$ cat src/rtl/pla_pkg.sv
// Shared definitions for the programmable PLA AND-plane:
// literal codes, load FSM states and the literal match function.
package pla_pkg;

  localparam logic [1:0] LIT_ONE  = 2'b10;
  localparam logic [1:0] LIT_ZERO = 2'b01;
  localparam logic [1:0] LIT_DC   = 2'b11;
  localparam logic [1:0] LIT_NULL = 2'b00;

  typedef enum logic [1:0] {
    IDLE,
    LOAD,
    PAR,
    COMMIT
  } state_t;

  function automatic logic lit_match(
    input logic [1:0] lit,
    input logic       x
  );
    logic m;
    case (lit)
      LIT_ONE:  m = x;
      LIT_ZERO: m = ~x;
      LIT_DC:   m = 1'b1;
      default:  m = 1'b0;
    endcase
    return m;
  endfunction

endpackage

$ cat src/rtl/pla_row_eval.sv
// One product term: AND of N_IN literal matches.
// Ports: lits (row literal codes, col 0 in [1:0]), in (plane inputs), hit.
module pla_row_eval
  import pla_pkg::*;
#(
  parameter int N_IN = 4
) (
  input  logic [N_IN-1:0][1:0] lits,
  input  logic [N_IN-1:0]      in,
  output logic                 hit
);

  always_comb begin
    hit = 1'b1;
    for (int c = 0; c < N_IN; c++) begin
      hit = hit & lit_match(lits[c], in[c]);
    end
  end

endmodule

$ cat src/rtl/pla_prog_plane.sv
// Programmable AND-plane: serial personality load into a shadow matrix,
// atomic commit to the active matrix, registered product-term evaluation.
// Ports: clk, rst_b (async low), prog_start/valid/data/ready load port,
// load_done pulse, load_err (sticky parity error), in, term.
// Define PLA_PARITY_EN to add a per-row parity beat and a live load_err.
module pla_prog_plane
  import pla_pkg::*;
#(
  parameter int N_IN   = 4,
  parameter int N_ROWS = 3
) (
  input  logic              clk,
  input  logic              rst_b,
  input  logic              prog_start,
  input  logic              prog_valid,
  input  logic [1:0]        prog_data,
  output logic              prog_ready,
  output logic              load_done,
  output logic              load_err,
  input  logic [N_IN-1:0]   in,
  output logic [N_ROWS-1:0] term
);

  localparam int CW = (N_IN > 1) ? $clog2(N_IN) : 1;
  localparam int RW = (N_ROWS > 1) ? $clog2(N_ROWS) : 1;
  localparam logic [CW-1:0] COL_LAST = CW'(N_IN - 1);
  localparam logic [RW-1:0] ROW_LAST = RW'(N_ROWS - 1);

  state_t state, state_nxt;

  logic [RW-1:0] row;
  logic [CW-1:0] col;
  logic [N_ROWS-1:0][N_IN-1:0][1:0] shadow;
  logic [N_ROWS-1:0][N_IN-1:0][1:0] active;
  logic [N_ROWS-1:0] hit;

  logic take;
  logic row_end;
  logic last_row;
  logic par_ok;

  // A beat coinciding with prog_start is dropped.
  assign take     = prog_valid && prog_ready && !prog_start;
  assign row_end  = (col == COL_LAST);
  assign last_row = (row == ROW_LAST);
  assign par_ok   = (prog_data[0] == ^shadow[row]);

  always_ff @(posedge clk or negedge rst_b) begin
    if (!rst_b) begin
      state <= IDLE;
    end else begin
      state <= state_nxt;
    end
  end

  always_comb begin
    state_nxt  = state;
    prog_ready = 1'b0;
    load_done  = 1'b0;
    unique case (state)
      IDLE: ;
      LOAD: begin
        prog_ready = 1'b1;
        if (prog_valid && row_end) begin
`ifdef PLA_PARITY_EN
          state_nxt = PAR;
`else
          state_nxt = last_row ? COMMIT : LOAD;
`endif
        end
      end
      PAR: begin
        prog_ready = 1'b1;
        if (prog_valid) begin
          if (!par_ok)       state_nxt = IDLE;
          else if (last_row) state_nxt = COMMIT;
          else               state_nxt = LOAD;
        end
      end
      COMMIT: begin
        load_done = 1'b1;
        state_nxt = IDLE;
      end
      default: state_nxt = IDLE;
    endcase
    if (prog_start) state_nxt = LOAD;
  end

  always_ff @(posedge clk or negedge rst_b) begin
    if (!rst_b) begin
      row    <= '0;
      col    <= '0;
      shadow <= '0;
      active <= '0;
      term   <= '0;
    end else begin
      term <= hit;
      if (state == COMMIT) active <= shadow;
      if (prog_start) begin
        row <= '0;
        col <= '0;
      end else if (take && state == LOAD) begin
        shadow[row][col] <= prog_data;
        if (row_end) begin
          col <= '0;
`ifndef PLA_PARITY_EN
          row <= last_row ? '0 : row + 1'b1;
`endif
        end else begin
          col <= col + 1'b1;
        end
      end else if (take && state == PAR) begin
        if (par_ok) row <= last_row ? '0 : row + 1'b1;
      end
    end
  end

`ifdef PLA_PARITY_EN
  always_ff @(posedge clk or negedge rst_b) begin
    if (!rst_b) begin
      load_err <= 1'b0;
    end else if (prog_start) begin
      load_err <= 1'b0;
    end else if (take && state == PAR && !par_ok) begin
      load_err <= 1'b1;
    end
  end
`else
  assign load_err = 1'b0;
`endif

  for (genvar r = 0; r < N_ROWS; r++) begin : g_row
    pla_row_eval #(
      .N_IN(N_IN)
    ) u_row (
      .lits(active[r]),
      .in  (in),
      .hit (hit[r])
    );
  end

endmodule

$ cat config.mk
export PLATFORM = sky130hd
export DESIGN_NAME = pla_prog_plane
export DESIGN_NICKNAME = d
export VERILOG_FILES = /design/src/rtl/pla_pkg.sv /design/src/rtl/pla_row_eval.sv /design/src/rtl/pla_prog_plane.sv
export SDC_FILE = /design/constraint.sdc
export NUM_CORES = 1
export LEC_CHECK = 0
export CELL_PAD_IN_SITES_DETAIL_PLACEMENT = 0
export CELL_PAD_IN_SITES_GLOBAL_PLACEMENT = 2
export CORE_MARGIN = 5
export CORE_UTILIZATION = 41
export CTS_BUF_LIST = sky130_fd_sc_hd__clkbuf_16
export DETAILED_ROUTE_END_ITERATION = 10
export PLACE_DENSITY = 0.85
export REMOVE_ABC_BUFFERS = 1
export SLEW_MARGIN = 20
export SYNTH_ARGS = -nofsm -noshare
export SYNTH_HDL_FRONTEND = slang
export SYNTH_HIERARCHICAL = 1
export SYNTH_SLANG_ARGS = --single-unit
$ cat constraint.sdc
create_clock -name clk -period 2.32 [get_ports clk]
set_input_delay 0.232 -clock clk [delete_from_list [all_inputs] [get_ports clk]]
set_output_delay 0.232 -clock clk [all_outputs]
set_load 0.05 [all_outputs]
After elaboration in Yosys (flattened, before gate mapping)
Cells that the tools add are included.
{"block": "totals", "reg_bits": 57, "inputBits": 10, "out_inout_bits": 6, "word_cells": 146}
{"block": "op_classes", "addsub": 2, "order_cmp": 4, "eq_ne": 45, "mux": 36, "bitwise": 14, "n_reduce_logical": 17}
{"cell": "equality test 2 bit, second input constant", "n": 28}
{"cell": "one-hot mux 1 bit (3 select lines)", "n": 12}
{"cell": "2-to-1 mux 2 bit", "n": 15}
{"cell": "equality test 2 x 1 -> 1 bit, second input constant", "n": 13}
{"cell": "bitwise mux 24 bit", "n": 1}
{"cell": "binary-select mux 8 bit (select 2 bit)", "n": 1}
{"cell": "demux 8 bit (select 2 bit)", "n": 1}
{"cell": "2-to-1 mux 8 bit", "n": 2}
{"cell": "bitwise AND 1 bit", "n": 9}
{"cell": "inequality test 3 bit, second input constant", "n": 3}
{"cell": "XOR reduction 8 bit", "n": 1}
{"cell": "logical AND 1 bit", "n": 7}
{"cell": "less-than comparator 2 x 3 -> 1 bit, second input constant", "n": 2}
{"cell": "one-hot mux 2 bit (3 select lines)", "n": 1}
{"cell": "AND reduction 3 bit", "n": 2}
{"cell": "nonzero test 3 bit", "n": 2}
{"cell": "inverter 1 bit", "n": 5}
{"cell": "adder 2 x 1 -> 2 bit, second input constant", "n": 2}
{"cell": "demux 2 bit (select 2 bit)", "n": 1}
{"cell": ">= comparator 2 x 1 -> 1 bit, second input constant", "n": 2}
{"cell": "nonzero test 4 bit", "n": 1}
{"cell": "2-to-1 mux 1 bit", "n": 2}
{"cell": "AND reduction 2 bit", "n": 1}
{"cell": "nonzero test 2 bit", "n": 1}
{"cell": "3 further kinds", "n": 3}

Longest topological paths before layout
{"block": "logic_depth", "word_depth": 9, "mapped_depth": 9, "depth_no_buf": 9}

Modules after synthesis
The synthesis kept the hierarchy.
{"mod": "pla_prog_plane", "n_inst": 1, "cells_per_inst": 203, "area_per_inst_um2": 2635.0}
{"mod": "pla_row_eval", "n_inst": 3, "cells_per_inst": 5, "area_per_inst_um2": 46.3}

Worst setup path after synthesis
Ideal clock, no wire load.
{"block": "synth_timing", "path_kind": "register -> register", "from": "register state[0]", "to": "register shadow[6] (netlist bit)", "setup_time_ps": 125, "arrival_time_ps": 2176, "required_time_ps": 2195, "slack_ps": 19, "stages_incl_launch_ff": 8, "n_path_buf": 0, "path_cell_list": "dfrtp_1 > inv_1 > ha_1 > inv_1 > nand4_1 > nor3_1 > and2_1 > mux2_2"}
{"block": "synth_between", "elab_chain_len": 7}
{"item": "start, declared", "line": "pla_prog_plane.sv:29", "source": "state_t state, state_nxt;"}
{"item": "start signal, assigned", "line": "pla_prog_plane.sv:52", "source": "state <= state_nxt;"}
{"item": "equality test 2 x 1 -> 1 bit or equality test 2 bit (tied branches)", "line": "pla_prog_plane.sv:60", "source": "unique case (state)"}
{"item": "OR reduction 2 bit (no line) (*)"}
{"item": "2-to-1 mux 1 bit (*)", "line": "pla_prog_plane.sv:60"}
{"item": "net prog_ready", "line": "pla_prog_plane.sv:17", "source": "output logic prog_ready,"}
{"item": "logical AND 1 bit (*) (2 in series)", "line": "pla_prog_plane.sv:43", "source": "assign take = prog_valid && prog_ready && !prog_start;"}
{"item": "logical AND 1 bit (*)", "line": "pla_prog_plane.sv:102", "source": "end else if (take && state == LOAD) begin"}
{"item": "AND reduction 2 bit (no line) (*)"}
{"item": "end signal, assigned by index", "line": "pla_prog_plane.sv:103", "source": "shadow[row][col] <= prog_data;"}
{"item": "end, declared", "line": "pla_prog_plane.sv:33", "source": "logic [N_ROWS-1:0][N_IN-1:0][1:0] shadow;"}
Mark *: on every way through the listed nets, which the timed path passes. The rest lies on a longest branch.
A chain may end at the register's enable or synchronous reset.

Worst setup path in the final report
{"block": "layout_timing", "from": "register state[0]", "to": "output prog_ready"}
{"block": "layout_between", "elab_chain_len": 3}
{"item": "equality test 2 x 1 -> 1 bit or equality test 2 bit (tied branches)", "line": "pla_prog_plane.sv:60"}
{"item": "OR reduction 2 bit (no line) (*)"}
{"item": "2-to-1 mux 1 bit (*)", "line": "pla_prog_plane.sv:60"}
{"item": "end, declared", "line": "pla_prog_plane.sv:17"}
Every way passes the cells marked *; elsewhere a longest branch is shown, timed or not.

==> results.json <==
{
  "status": "finished, final reports clean",
  "drc_errors": 0,
  "worstHoldPathType": "in2async",
  "cts_num_sinks": 57,
  "setup_tns_ns": 0,
  "grt_first_pass_wirelength_um": 9450,
  "critPathArrivalTime_ns": 1.98,
  "p_per_area_nw_per_um2": 972,
  "via_count": 1768,
  "die_y_um": 92.3,
  "drtPass1Iterations": 4,
  "period_minus_slack_ns": 2.21,
  "crit_path_start_kind": "flop",
  "core_um2": 6680,
  "synth_top_family_by_area": "multiplexers",
  "setup.worst_path.end_class": "output pin",
  "hold_ws_ns": 0.386,
  "ys_seq_area_share_pct": 51.4,
  "ant_nets": 0,
  "die_w_um": 92.3,
  "final_layout_size_suffix_gt1_share_pct": 31.1,
  "worstMarginPinSlew_ns": 0.511,
  "grt_max_degree": 26,
  "yosysWarningCount": 6,
  "routed_via_density": 5.34,
  "drv_slew": 0,
  "cts-root-buf": "clkbuf_16",
  "worstSetupStartpoint": "state[0]",
  "first_iter_violations": 72,
  "grt_pass1_vias": 1787,
  "cts_resized": 0,
  "syn-cell-area_um2": 2770,
  "rsz0062_at_grt": "false",
  "worstSetupPathType": "reg2out",
  "syn_to_final_growth_pct": 21.5,
  "rrSetupSlack_ns": 0.19,
  "ctsHoldBuffers": 1,
  "diodes": 0,
  "required_ns": 2.09,
  "synthSimpleGateAreaFrac_pct": 8.03,
  "ys.flop_type": "dfrtp_1",
  "post_cts_buffers": 0,
  "die-area_um2": 8510,
  "nFillCells": 608,
  "avgSynthCellArea_um2": 12.7,
  "ioPinCount": 16,
  "ys_async_sr_fraction_pct": 100,
  "cts_made_buffers": 9,
  "max_slew_margin_pct": 65.9,
  "cts_max_level": 3,
  "insertion_delay_ns": 0.32,
  "antenna_found_initial": 0,
  "port_buffers": 14,
  "start_util_pct": 41.5,
  "yosysUniqueCellTypes": 42,
  "peakVddDrop_uv": 396,
  "timing.max_cap.violations": 0,
  "synth_cells": 218,
  "fmax_ghz": 0.453,
  "hold_viol_final": 0,
  "finalSetupViolations": 0,
  "drt_wl_total_um": 5640,
  "synth.area.mux_share_pct": 25.3,
  "yosys.area_share.adder_pct": 3.16,
  "clock_path_buffers": 2,
  "critical_path_peak_fanout": 4,
  "ys_ff_latch": 57,
  "wl_per_cell_um": 17.0,
  "synthXorXnorAreaFrac_pct": 3.79,
  "grt_use_total_pct": 14.8,
  "finClkSkew_ns": 0.00499,
  "place.gp.congestion": 0.828,
  "grt.overflow.total": 0,
  "cts_tree": "yes",
  "num_rows": 30,
  "dp_hpwl_um": 4110,
  "synth-edff-count": 0,
  "nNetsFinal": 263,
  "synth_compound_area_share_pct": 5.73,
  "power.leakage_nw": 1.61,
  "r2r-start": "row[0]",
  "fin_crit_sh_pct": 95.2,
  "clkTransAtPathRegs_ns": 0.05
}
placed cells by master (no fill, tap or decap), types with 2 or more instances in the layout:
| cell | instances |
|---|---|
| inv_1 | 12 |
| clkbuf_16 | 9 |
| o21ai_1 | 2 |
| nand4_1 | 2 |
| nand2_1 | 14 |
| nor3_1 | 3 |
| nand3_1 | 5 |
| nor2_1 | 3 |
| bufinv_16 | 2 |
| o22a_1 | 2 |
| xor2_1 | 5 |
| nor4_1 | 4 |
| xnor2_1 | 7 |
| mux2i_1 | 16 |
| dfrtp_1 | 57 |
| a21o_1 | 2 |
| clkdlybuf4s50_1 | 12 |
| mux2_2 | 48 |
| a21oi_1 | 4 |
| buf_4 | 10 |
| ha_1 | 7 |
registers in the layout, summed over array words and instances, names as in the netlist:
signal  cells
row         2
col         2
shadow     24
state       2
term        3
active     24
cell usage after synthesis (3+ instances only):
library cell	n	share of area, %
a21oi_1	4	0.72
clkbuf_1	4	0.54
dfrtp_1	57	51
ha_1	7	3.2
inv_1	8	1.1
mux2_2	48	19
mux2i_1	16	5.8
nand2_1	14	1.9
nand3_1	5	0.90
nor2_1	3	0.41
nor3_1	3	0.54
nor4_1	4	0.90
xnor2_1	7	2.2
xor2_1	5	1.6
per-stage QoR:
| step | power [mW] | utilization (%) | setup slack (ns) | instances | instance area [um2] |
|---|---|---|---|---|---|
| 3_5_place_dp | 1.95 | 45.7 | 0.205 | 314 | 3060 |
| 3_3_place_gp | 1.94 | 45.7 | 0.230 | 314 | 3060 |
| 6_report | 3.28 | 50.4 | 0.111 | 331 | 3370 |
| 2_1_floorplan | 1.74 | - | 0.0192 | 210 | 2740 |
| 4_1_cts | 3.31 | 50.4 | 0.0917 | 331 | 3370 |
| 5_1_grt | 3.44 | 50.4 | 0.0389 | 331 | 3370 |
where the power goes:
part           leakage (nW)  internal, mW  switching, mW  total, mW
Combinational         0.663         0.340          0.402      0.742
Clock                 0.164         0.919          0.418       1.34
Sequential            0.779          1.10         0.0979       1.20
Total                  1.61          2.36          0.917       3.28
cell families after synthesis:
family,count (synthesis)
mux,64
flops,57
simple gates,41
compound gates,20
buf+inv,16
xor+xnor,12
fa+ha+maj,7
other cells,1
final cells by class:
class / count / area (um2) / area share, %
flip-flops and latches: 57 / 1430 / 42.3
repair buffers: 25 / 230 / 6.83
multi-input cells: 145 / 1280 / 37.9
well taps: 80 / 100 / 2.97
clock buffers: 9 / 225 / 6.68
clock inverters: 7 / 80.1 / 2.38
inverters: 8 / 30.0 / 0.891
routing by layer:
| layer | routed length, um | GRT usage, % | vias to the layer above | part of all wire [%] |
|---|---|---|---|---|
| li1 | - | - | 839 | - |
| met5 | 0 | 0 | - | 0 |
| met2 | 2830 | 23.7 | 29 | 50 |
| met3 | 159 | 2.87 | 10 | 2.8 |
| met4 | 142 | 8.17 | 0 | 2.5 |
| met1 | 2510 | 18.9 | 890 | 45 |
path summary, 6_finish.rpt:
check,end,cells past startpoint
max,prog_ready,4
min,active[16],2
max reg2reg,state[1],7
min reg2reg,active[0],1
max in group asynchronous,active[12],3
min in group clk,active[0],1
critical path, stage by stage (launching register included):
cell,delay (ns)
dfrtp_1,0.39
inv_1,0.06
ha_1,0.28
inv_1,0.11
clkdlybuf4s50_1,0.81
Note: power is estimated with default switching activity, not from simulation.
